[src/rtl/bram_req_adapter.sv]
// ---------------------------------------------------------------------------
// bram_req_adapter
//
// Front end for one port of a dual-port byte-enable BRAM. Accepts a
// ready/valid request stream (read, or byte-masked write), drives the BRAM
// port strobes combinationally from the accepted request, and captures the
// one-cycle-latency read data into an in-order response FIFO that the
// consumer drains with ready/valid back-pressure.
//
// Credit scheme: a request that produces a response is only accepted when
// (count + inflight) < RESP_DEPTH, so the FIFO slot for a read whose data is
// still one cycle away is already reserved. The FIFO can therefore never
// overflow, and req_ready depends on registered state only.
//
// Build option:
//   BRAM_REQ_WRITE_RESP_EN  when defined, writes also take a credit and push
//                           an acknowledgement entry (resp_data = 0,
//                           resp_is_write = 1) in order with read responses.
//                           When undefined, writes produce no response and
//                           resp_is_write is tied to 0.
//
// Ports:
//   clock                 system clock, rising edge
//   reset                 asynchronous active-low reset
//   req_valid/req_ready   request handshake
//   req_write             1 = write, 0 = read
//   req_byte_en           per-byte write enable
//   req_address           word address
//   req_data              write data
//   resp_valid/resp_ready response handshake (FIFO head)
//   resp_data             read data at the FIFO head (0 when empty)
//   resp_is_write         head entry is a write acknowledgement
//   bram_*                BRAM port strobes, address, write data, read data
// ---------------------------------------------------------------------------
module bram_req_adapter #(
   parameter int DATA_WIDTH = 32,
   parameter int ADDR_WIDTH = 8,
   parameter int RESP_DEPTH = 4
) (
   input  logic                    clock,
   input  logic                    reset,

   input  logic                    req_valid,
   output logic                    req_ready,
   input  logic                    req_write,
   input  logic [DATA_WIDTH/8-1:0] req_byte_en,
   input  logic [ADDR_WIDTH-1:0]   req_address,
   input  logic [DATA_WIDTH-1:0]   req_data,

   output logic                    resp_valid,
   input  logic                    resp_ready,
   output logic [DATA_WIDTH-1:0]   resp_data,
   output logic                    resp_is_write,

   output logic                    bram_readEnable,
   output logic                    bram_writeEnable,
   output logic [DATA_WIDTH/8-1:0] bram_writeByteEnable,
   output logic [ADDR_WIDTH-1:0]   bram_address,
   output logic [DATA_WIDTH-1:0]   bram_writeData,
   input  logic [DATA_WIDTH-1:0]   bram_readData
);

   localparam int PTR_W = (RESP_DEPTH > 1) ? $clog2(RESP_DEPTH) : 1;
   localparam int CNT_W = $clog2(RESP_DEPTH + 1);
   localparam logic [CNT_W:0] DEPTH_C = (CNT_W + 1)'(RESP_DEPTH);

   // -----------------------------------------------------------------------
   // Run flag: low in reset, set on the first edge after release so that
   // req_ready comes up one cycle after reset is removed.
   // -----------------------------------------------------------------------
   logic run_q;

   always_ff @(posedge clock or negedge reset) begin
      if (!reset) begin
         run_q <= 1'b0;
      end else begin
         run_q <= 1'b1;
      end
   end

   // -----------------------------------------------------------------------
   // Handshake and credit check
   // -----------------------------------------------------------------------
   logic [CNT_W-1:0] count_q, count_d;
   logic             inflight_q, inflight_d;
   logic [CNT_W:0]   credits_used;
   logic             fire;
   logic             take_credit;
   logic             push;
   logic             pop;
   logic             push_wr;
   logic [DATA_WIDTH-1:0] push_data;

   assign credits_used = {1'b0, count_q} + {{CNT_W{1'b0}}, inflight_q};
   assign req_ready    = run_q & (credits_used < DEPTH_C);
   assign fire         = req_valid & req_ready;

   // -----------------------------------------------------------------------
   // BRAM drive: strobes qualified by fire, the rest passes straight through.
   // An all-zero byte-enable write is still issued; the BRAM ignores it.
   // -----------------------------------------------------------------------
   assign bram_readEnable      = fire & ~req_write;
   assign bram_writeEnable     = fire & req_write;
   assign bram_writeByteEnable = req_byte_en;
   assign bram_address         = req_address;
   assign bram_writeData       = req_data;

   // -----------------------------------------------------------------------
   // In-flight tracking
   // -----------------------------------------------------------------------
`ifdef BRAM_REQ_WRITE_RESP_EN
   logic inflight_wr_q, inflight_wr_d;

   assign take_credit   = fire;
   assign inflight_wr_d = fire & req_write;
   assign push_wr       = inflight_wr_q;

   always_ff @(posedge clock or negedge reset) begin
      if (!reset) begin
         inflight_wr_q <= 1'b0;
      end else begin
         inflight_wr_q <= inflight_wr_d;
      end
   end
`else
   assign take_credit = fire & ~req_write;
   assign push_wr     = 1'b0;
`endif

   assign inflight_d = take_credit;

   always_ff @(posedge clock or negedge reset) begin
      if (!reset) begin
         inflight_q <= 1'b0;
      end else begin
         inflight_q <= inflight_d;
      end
   end

   // The BRAM output is registered, so the cycle after issue it holds the
   // read data; write acknowledgements carry zero data instead.
   assign push      = inflight_q;
   assign push_data = push_wr ? '0 : bram_readData;

   // -----------------------------------------------------------------------
   // Response FIFO
   // -----------------------------------------------------------------------
   logic [DATA_WIDTH-1:0] mem_q [RESP_DEPTH];
   logic [PTR_W-1:0]      wr_ptr_q, wr_ptr_d;
   logic [PTR_W-1:0]      rd_ptr_q, rd_ptr_d;

   assign resp_valid = (count_q != '0);
   assign pop        = resp_valid & resp_ready;

   always_comb begin
      wr_ptr_d = wr_ptr_q;
      rd_ptr_d = rd_ptr_q;
      count_d  = count_q;
      if (push) begin
         wr_ptr_d = wr_ptr_q + PTR_W'(1);
      end
      if (pop) begin
         rd_ptr_d = rd_ptr_q + PTR_W'(1);
      end
      case ({push, pop})
         2'b10:   count_d = count_q + CNT_W'(1);
         2'b01:   count_d = count_q - CNT_W'(1);
         default: count_d = count_q;
      endcase
   end

   always_ff @(posedge clock or negedge reset) begin
      if (!reset) begin
         wr_ptr_q <= '0;
         rd_ptr_q <= '0;
         count_q  <= '0;
      end else begin
         wr_ptr_q <= wr_ptr_d;
         rd_ptr_q <= rd_ptr_d;
         count_q  <= count_d;
      end
   end

   // Storage needs no reset: the head is masked to zero whenever the FIFO
   // is empty, so stale contents are never visible.
   always_ff @(posedge clock) begin
      if (push) begin
         mem_q[wr_ptr_q] <= push_data;
      end
   end

   assign resp_data = resp_valid ? mem_q[rd_ptr_q] : '0;

`ifdef BRAM_REQ_WRITE_RESP_EN
   logic [RESP_DEPTH-1:0] wr_flag_q;

   always_ff @(posedge clock or negedge reset) begin
      if (!reset) begin
         wr_flag_q <= '0;
      end else if (push) begin
         wr_flag_q[wr_ptr_q] <= push_wr;
      end
   end

   assign resp_is_write = resp_valid & wr_flag_q[rd_ptr_q];
`else
   assign resp_is_write = 1'b0;
`endif

endmodule

[config.mk]
export PLATFORM = sky130hd
export DESIGN_NAME = bram_req_adapter
export DESIGN_NICKNAME = d
export VERILOG_FILES = /design/src/rtl/bram_req_adapter.sv
export SDC_FILE = /design/constraint.sdc
export NUM_CORES = 1
export LEC_CHECK = 0
export CORE_ASPECT_RATIO = 1.4
export CORE_MARGIN = 2
export CORE_UTILIZATION = 44
export DETAILED_ROUTE_END_ITERATION = 8
export PLACE_DENSITY = 0.86
export REMOVE_ABC_BUFFERS = 1
export SLEW_MARGIN = 30
export SYNTH_ARGS = -nofsm -noshare
export SYNTH_HDL_FRONTEND = slang
export SYNTH_SLANG_ARGS = --single-unit
[constraint.sdc]
create_clock -name clock -period 2.7 [get_ports clock]
set_clock_uncertainty 0.1 [all_clocks]
set_input_delay 0.81 -clock clock [delete_from_list [all_inputs] [get_ports clock]]
set_output_delay 0.81 -clock clock [all_outputs]
set_load 0.02 [all_outputs]
==> metrics.yaml, run 1 <==
timing:
  final.min_clock_period_ns: 2.826
  setup_viol: 31
  fin_crit_sh: 1.046
  tightest_slew_ns: 0.5064
  fmax_mhz: 353.9
  drv_slew: 0
  whs_ns: 0.4351
  finalSetupTns_ns: -1.906
  setup_ws_ns: -0.1255
  slew_headroom: 0.6624
  rsz0062_at_grt: "yes"
  finalHoldViolCount: 0
finish:
  regArea_sq_um: 4071
  drive_gt1_frac: 0.3956
  fill_cells: 976
  multi_input_area_sq_um: 1222
  antenna_cells: 0
  utilization: 0.5500
  area_growth_pct: 22.86
  final_nets: 438
  final_cells: 517
logic_synthesis:
  synth.cell_area_sq_um: 5709
  synth_cells: 294
  synth_cell_types: 25
  synthTopCellsByArea: "edfxtp_1 (67%), mux4_2 (11%), buf_4 (5.9%)"
  yosys_warnings: 0
  avgSynthCellArea_sq_um: 19.42
  ys_seq_area_frac: 0.7127
  synth_top_cell_area_share: 0.6732
  synth-seq-cells: 137
  synth_top_area_cell: "edfxtp_1"
critical_path:
  timing.critical_path.mode_cell: "buf_6"
  critPathMaxStageDelay_ns: 0.50
  critPathMaxFanout: 5
  required_ns: 1.79
  r2r_setup_slack_ns: 0.42
  worstPathArrival_ns: 1.92
  path_cells: "buf_6, buf_16, mux4_2, and2_4, buf_6"
  cp_num_buf_inv: 3
  end_kind: "primary output"
  cp_top_family: "multiplexers"
  critPathSlowestCell: "mux4_2"
  critPathKind: "flop to primary output"
  cp-start-kind: "flop"
run:
  cap_violations: 0
cts:
  tritoncts_num_sinks: 137
  cts_max_level: 4
  cts-root-buf: "clkbuf_16"
  clkTransAtPathRegs_ns: 0.05
  cts_tree: "built"
  cts_buffers: 17
  clk_latency_ns: 0.40
  hold_buffers: 0
  cts_buffer_depth: 2
die:
  pin_count: 162
  dieArea_sq_um: 13920
  fp.dieH_microns: 138.8
  die_x_microns: 100.3
  rows: 49
  start_util: 0.4477
  core-area_sq_um: 12750
pwr:
  internal_power_mw: 5.301
  power_frac_comb: 0.400
  pwr_density_cell_nw_per_um2: 1068
  sw_frac_of_total: 0.2924
  peakVddDrop_mv: 0.5643
  seqPwrFrac: 0.340
  pwr-share-clk: 0.260
  p_switching_mw: 2.191
  leakage_nw: 2.488
detailed_routing:
  ant_nets: 0
  post-route-drc-count: 0
  wire_per_inst_microns: 24.17
  via_per_inst: 5.315
  first_pass_iters: 4
  totalWireLength_mm: 12.49
  initialDrtViolationCount: 159
  dr_total_vias: 2748
placed_design:
  io_buffers: 72
  dp.cells: 474
  place_congestion: 0.6813
  hpwl_mm: 8.136
global_routing:
  grt_max_degree: 36
  grt.overflow.total: 0
  grt_pass1_vias: 3063
  grt_pass1_wl_mm: 18.91
  antenna_found_initial: 0
  grt_usage: 0.1932
hold_path:
  min_path_type: "flop to flop"
outcome:
  outcome: "finished with violations"
  violations: "negative setup slack"
[metal layers]
layer | share of wire | vias to the layer above | GRT usage
met5 | 0.0090 | - | 0.06593
met3 | 0.12 | 18 | 0.1235
met1 | 0.38 | 1397 | 0.2274
met4 | 0.011 | 4 | 0.05552
met2 | 0.48 | 150 | 0.2872
li1 | - | 1179 | -
[through the flow]
step,power [mW],worst slack [ns],cell area (sq um)
6_report,7.492,-0.1255,7014
2_1_floorplan,4.018,-0.4917,5263
3_3_place_gp,5.090,-0.2644,6342
5_1_grt,7.830,-0.1857,7014
4_1_cts,7.564,-0.1777,7042
3_5_place_dp,5.151,-0.2821,6342
[layout make-up]
type                            instances  share of cell area
Tap cell                              153             0.02729
Sequential cell                       137              0.5804
Clock buffer                           22             0.06332
Timing Repair Buffer                   96              0.1431
Clock inverter                         10            0.007849
Inverter                                7            0.003746
Multi-Input combinational cell         92              0.1743
[cell families after synthesis]
logic type	synth area share
flip-flops	0.7127
buffers and inverters	0.08284
AND/OR/NAND/NOR	0.04646
multiplexers	0.1306
adder cells (fa/ha/maj)	0.01446
XOR/XNOR	0.009204
other	0.001315
AO/OA/AOI/OAI	0.002410
[path summary, 6_finish.rpt]
path	depth (start not counted)	from	endpoint
setup reg to reg	7	count_q[0]$_DFFE_PN0P_	count_q[1]$_DFFE_PN0P_
max in group asynchronous	1	reset	rd_ptr_q[1]$_DFFE_PN0P_
hold reg to reg	1	count_q[2]$_DFFE_PN0P_	count_q[2]$_DFFE_PN0P_
min in group asynchronous	1	reset	inflight_q$_DFF_PN0_
hold / removal	1	count_q[2]$_DFFE_PN0P_	count_q[2]$_DFFE_PN0P_
setup / recovery	5	rd_ptr_q[0]$_DFFE_PN0P_	resp_data[10]
[placed cells by master, fill, tap and decap left out, types with 5 or more instances in the layout]
cell             Yosys  final
and2_1              37     11
and2_4               0     22
buf_12               3      6
buf_2                3      5
buf_4               45     13
buf_6                1     31
clkbuf_1             6      5
clkbuf_16            0     17
clkdlybuf4s50_1      0     36
clkinv_2             0      5
dfrtp_1              9      7
edfxtp_1           128    128
ha_1                 5      5
inv_1                7      7
mux4_2              28     31
[what timing repair did]
item | in CTS | in global routing
pin swaps | 17 | 3
endpoints found under the setup margin | 36 | 35
resized for setup | 196 | 30
buffers inserted | 9 | 2
gates cloned | 4 | 0
[power groups by stage]
stage               sequential [mW]  combinational [mW]  clock [mW]
global route                   2.56                3.20        2.07
floorplan                      2.71                1.31           0
detailed placement             2.58                2.57           0
global placement               2.57                2.53           0
CTS                            2.54                3.04        1.98
finish                         2.55                3.00        1.95
[cell usage after synthesis (all sizes together)]
| library cell | number |
|---|---|
| edfxtp | 128 |
| buf | 52 |
| and2 | 37 |
| mux4 | 32 |
| dfrtp | 9 |
| inv | 7 |
| clkbuf | 6 |
| ha | 5 |
| xor2 | 4 |
| conb | 2 |
| xnor2 | 2 |
| a311oi | 1 |
| and3 | 1 |
| and3b | 1 |
| fa | 1 |
| mux2i | 1 |
| nand2 | 1 |
| nand3 | 1 |
| nor2 | 1 |
| o21ai | 1 |
| or3 | 1 |
[flip-flops by register name, summed over array words and instances (netlist names)]
| register | count |
|---|---|
| rd_ptr_q | 2 |
| run_q | 1 |
| inflight_q | 1 |
| mem_q | 128 |
| wr_ptr_q | 2 |
| count_q | 3 |
Power figures use the tool's default switching activity.
==> run 2: changes to the inputs <==
--- a/config.mk
+++ b/config.mk
@@ -9,6 +9,8 @@
 export CORE_MARGIN = 2
 export CORE_UTILIZATION = 44
 export DETAILED_ROUTE_END_ITERATION = 8
+export GPL_ROUTABILITY_DRIVEN = 0
+export HOLD_SLACK_MARGIN = 0.03
 export PLACE_DENSITY = 0.86
 export REMOVE_ABC_BUFFERS = 1
 export SLEW_MARGIN = 30
==> results of run 2 <==
No change in the layout: final DEF, timing and power equal those of run 1.
==> run 3: changes to the inputs <==
--- a/config.mk
+++ b/config.mk
@@ -5,7 +5,7 @@
 export SDC_FILE = /design/constraint.sdc
 export NUM_CORES = 1
 export LEC_CHECK = 0
-export CORE_ASPECT_RATIO = 1.4
+export CORE_ASPECT_RATIO = 1.5
 export CORE_MARGIN = 2
 export CORE_UTILIZATION = 44
 export DETAILED_ROUTE_END_ITERATION = 8
==> constraint.sdc (replaced) <==
create_clock -name clock -period 2.98 [get_ports clock]
set_clock_uncertainty 0.1 [all_clocks]
set_input_delay 0.894 -clock clock [delete_from_list [all_inputs] [get_ports clock]]
set_output_delay 0.894 -clock clock [all_outputs]
set_load 0.02 [all_outputs]
==> run 3 against run 2 <==
  * The run now ends clean
  * Clock-buffer cell count decreased by 5
  * Register-to-register slack improved by 0.18 ns
  * Final area decreased by 1.7%
  * Non-clock buffer count decreased by 14
  * Combinational power decreased by 23%
  * Sequential cell count unchanged
  * Total power decreased by 11%
  * Critical endpoint is now resp_data[6]
==> metrics.yaml, run 3 (synthesis gave the netlist of run 1 again) <==
outcome:
  outcome: "completed"  # was finished with violations
cts:
  cts_buffer_depth: 2  # unchanged
  tritoncts_num_sinks: 137  # unchanged
  cts-root-buf: "clkbuf_16"  # unchanged
  clk_latency_ns: 0.40  # about the same
  clkTransAtPathRegs_ns: 0.05  # about the same
  cts_max_level: 4  # unchanged
  cts_tree: "built"  # unchanged
  cts_buffers: 17  # unchanged
finish:
  regArea_sq_um: 4071  # unchanged
  drive_gt1_frac: 0.3266  # was 0.3956
  design_area_sq_um: 6895  # was 7014 sq um
  multi_input_area_sq_um: 1184  # was 1222 sq um
  top_regs: "mem_q x128, count_q x3"  # unchanged
  area_growth_pct: 20.78  # was 22.86%
  final_cell_mix: "edfxtp_1 (128), clkdlybuf4s50_1 (36), mux4_2 (30)"  # was edfxtp_1 (128), clkdlybuf4s50_1 (36), mux4_2 (31), buf_6 (31), and2_4 (22)
  utilization: 0.5376  # was 0.5500
  largest_reg_flops: 128  # unchanged
  antenna_cells: 0  # unchanged
  final_nets: 424  # was 438
  final_cells: 508  # was 517
  largest_register: "mem_q"  # unchanged
  final_common_cell: "edfxtp_1"  # unchanged
  fill_cells: 984  # was 976
hold_path:
  hold_path_depth: 1  # unchanged
  min_path_type: "flop to flop"  # unchanged
  min_to: "count_q[2]$_DFFE_PN0P_"  # unchanged
  worstHoldStart: "count_q[2]$_DFFE_PN0P_"  # unchanged
critical_path:
  timing.rr.end: "count_q[2]$_DFFE_PN0P_"  # was count_q[1]$_DFFE_PN0P_
  end_kind: "primary output"  # unchanged
  reg2regPathDepth: 9  # was 7
  cp-start-kind: "flop"  # unchanged
  worstPathArrival_ns: 1.96  # was 1.92 ns
  r2r_setup_slack_ns: 0.60  # was 0.42 ns
  rr_startpoint: "count_q[0]$_DFFE_PN0P_"  # unchanged
  critPathKind: "flop to primary output"  # unchanged
  required_ns: 1.99  # was 1.79 ns
  critPathMaxFanout: 5  # unchanged
global_routing:
  grt_pass1_vias: 2860  # was 3,063
  grt_usage: 0.1688  # was 0.1932
  grt_max_degree: 36  # unchanged
  grt_pass1_wl_mm: 16.93  # was 18.91 mm
  grt.overflow.total: 0  # unchanged
  antenna_found_initial: 0  # unchanged
pwr:
  peakVddDrop_mv: 0.5670  # was 0.5643 mV
  total_power_mw: 6.692  # was 7.492 mW
  pwr_density_cell_nw_per_um2: 970.5  # was 1068 nW/um^2
  leakage_nw: 2.402  # was 2.488 nW
timing:
  setup_ws_ns: 0.02324  # was -0.1255 ns
  final.min_clock_period_ns: 2.957
  setup_viol: 0  # was 31
  fmax_mhz: 338.2
  fin_crit_sh: 0.9922
  finalHoldViolCount: 0  # unchanged
  whs_ns: 0.4169  # was 0.4351 ns
  finalSetupTns_ns: 0  # was -1.906 ns
  rsz0062_at_grt: "yes"  # unchanged
  drv_slew: 0  # unchanged
  tightest_slew_ns: 0.9170  # was 0.5064 ns
  slew_headroom: 0.3887  # was 0.6624
placed_design:
  io_buffers: 72  # unchanged
  postPlaceCellArea_sq_um: 6260  # was 6342 sq um
  hpwl_mm: 7.330  # was 8.136 mm
  pre_cts_ws_ns: -0.1864  # was -0.2821 ns
  dp.cells: 473  # was 474
detailed_routing:
  wire_per_inst_microns: 23.14  # was 24.17 microns
  ant_nets: 0  # unchanged
  totalWireLength_mm: 11.76  # was 12.49 mm
  first_pass_iters: 4  # unchanged
  initialDrtViolationCount: 145  # was 159
  dr_total_vias: 2707  # was 2,748
  via_per_inst: 5.329  # was 5.315
  post-route-drc-count: 0  # unchanged
die:
  dieArea_sq_um: 13920  # about the same
  start_util: 0.4451  # was 0.4477
  core-area_sq_um: 12830  # was 12,750 sq um
  rows: 51  # was 49
  pin_count: 162  # unchanged
  die_x_microns: 97.01  # was 100.3 microns
  fp.dieH_microns: 143.5  # was 138.8 microns
run:
  cap_violations: 0  # unchanged
## run 3: worst max path at each step
stage                                        from         endpoint  slack (ns)
after floorplan           rd_ptr_q[0]$_DFFE_PN0P_     resp_data[0]       -0.30
after global placement                  req_valid  bram_readEnable       -0.15
after detailed placement                req_write  bram_readEnable       -0.19
after CTS                 rd_ptr_q[0]$_DFFE_PN0P_     resp_data[9]       -0.07
after global routing      rd_ptr_q[0]$_DFFE_PN0P_    resp_data[31]       -0.05
final                     rd_ptr_q[0]$_DFFE_PN0P_     resp_data[6]        0.02
## run 3: worst max-delay path, cell delays in order, from the launching register on
cell and delay, ns:
dfrtp_2 0.43, buf_12 0.15, clkbuf_16 0.16, mux4_2 0.48
and2_1 0.17, buf_2 0.16
## run 3: layout make-up
class	instances	area share
clock buffer	17	0.06169
clock inverter	14	0.02504
inverter	7	0.003811
multi-input combinational	92	0.1717
sequential	137	0.5905
tap	159	0.02885
timing repair buffer	82	0.1185
## run 3: power breakdown
group / switching, mW / internal (mW) / leakage, nW
combinational: 1.11 / 1.20 / 0.864
sequential: 0.0789 / 2.23 / 1.26
clock: 0.764 / 1.31 / 0.279
total: 1.95 / 4.74 / 2.40
## run 3: what timing repair did
item                                    in CTS  in global routing
hold buffers                                 0                  0
gates resized for setup                    115                 30
pin swaps                                    0                  0
endpoints found under the hold margin        0                  0
endpoints found under the setup margin      36                 21
buffers inserted                             1                  0
cloned                                       2                  1
## run 3: routing by layer
layer | wire (microns) | vias to the layer above | global-route usage
met3 | 1294 | 12 | 0.1046
met5 | 107 | - | 0.06960
li1 | - | 1163 | -
met4 | 81 | 4 | 0.05041
met1 | 4719 | 1372 | 0.1976
met2 | 5552 | 156 | 0.2537
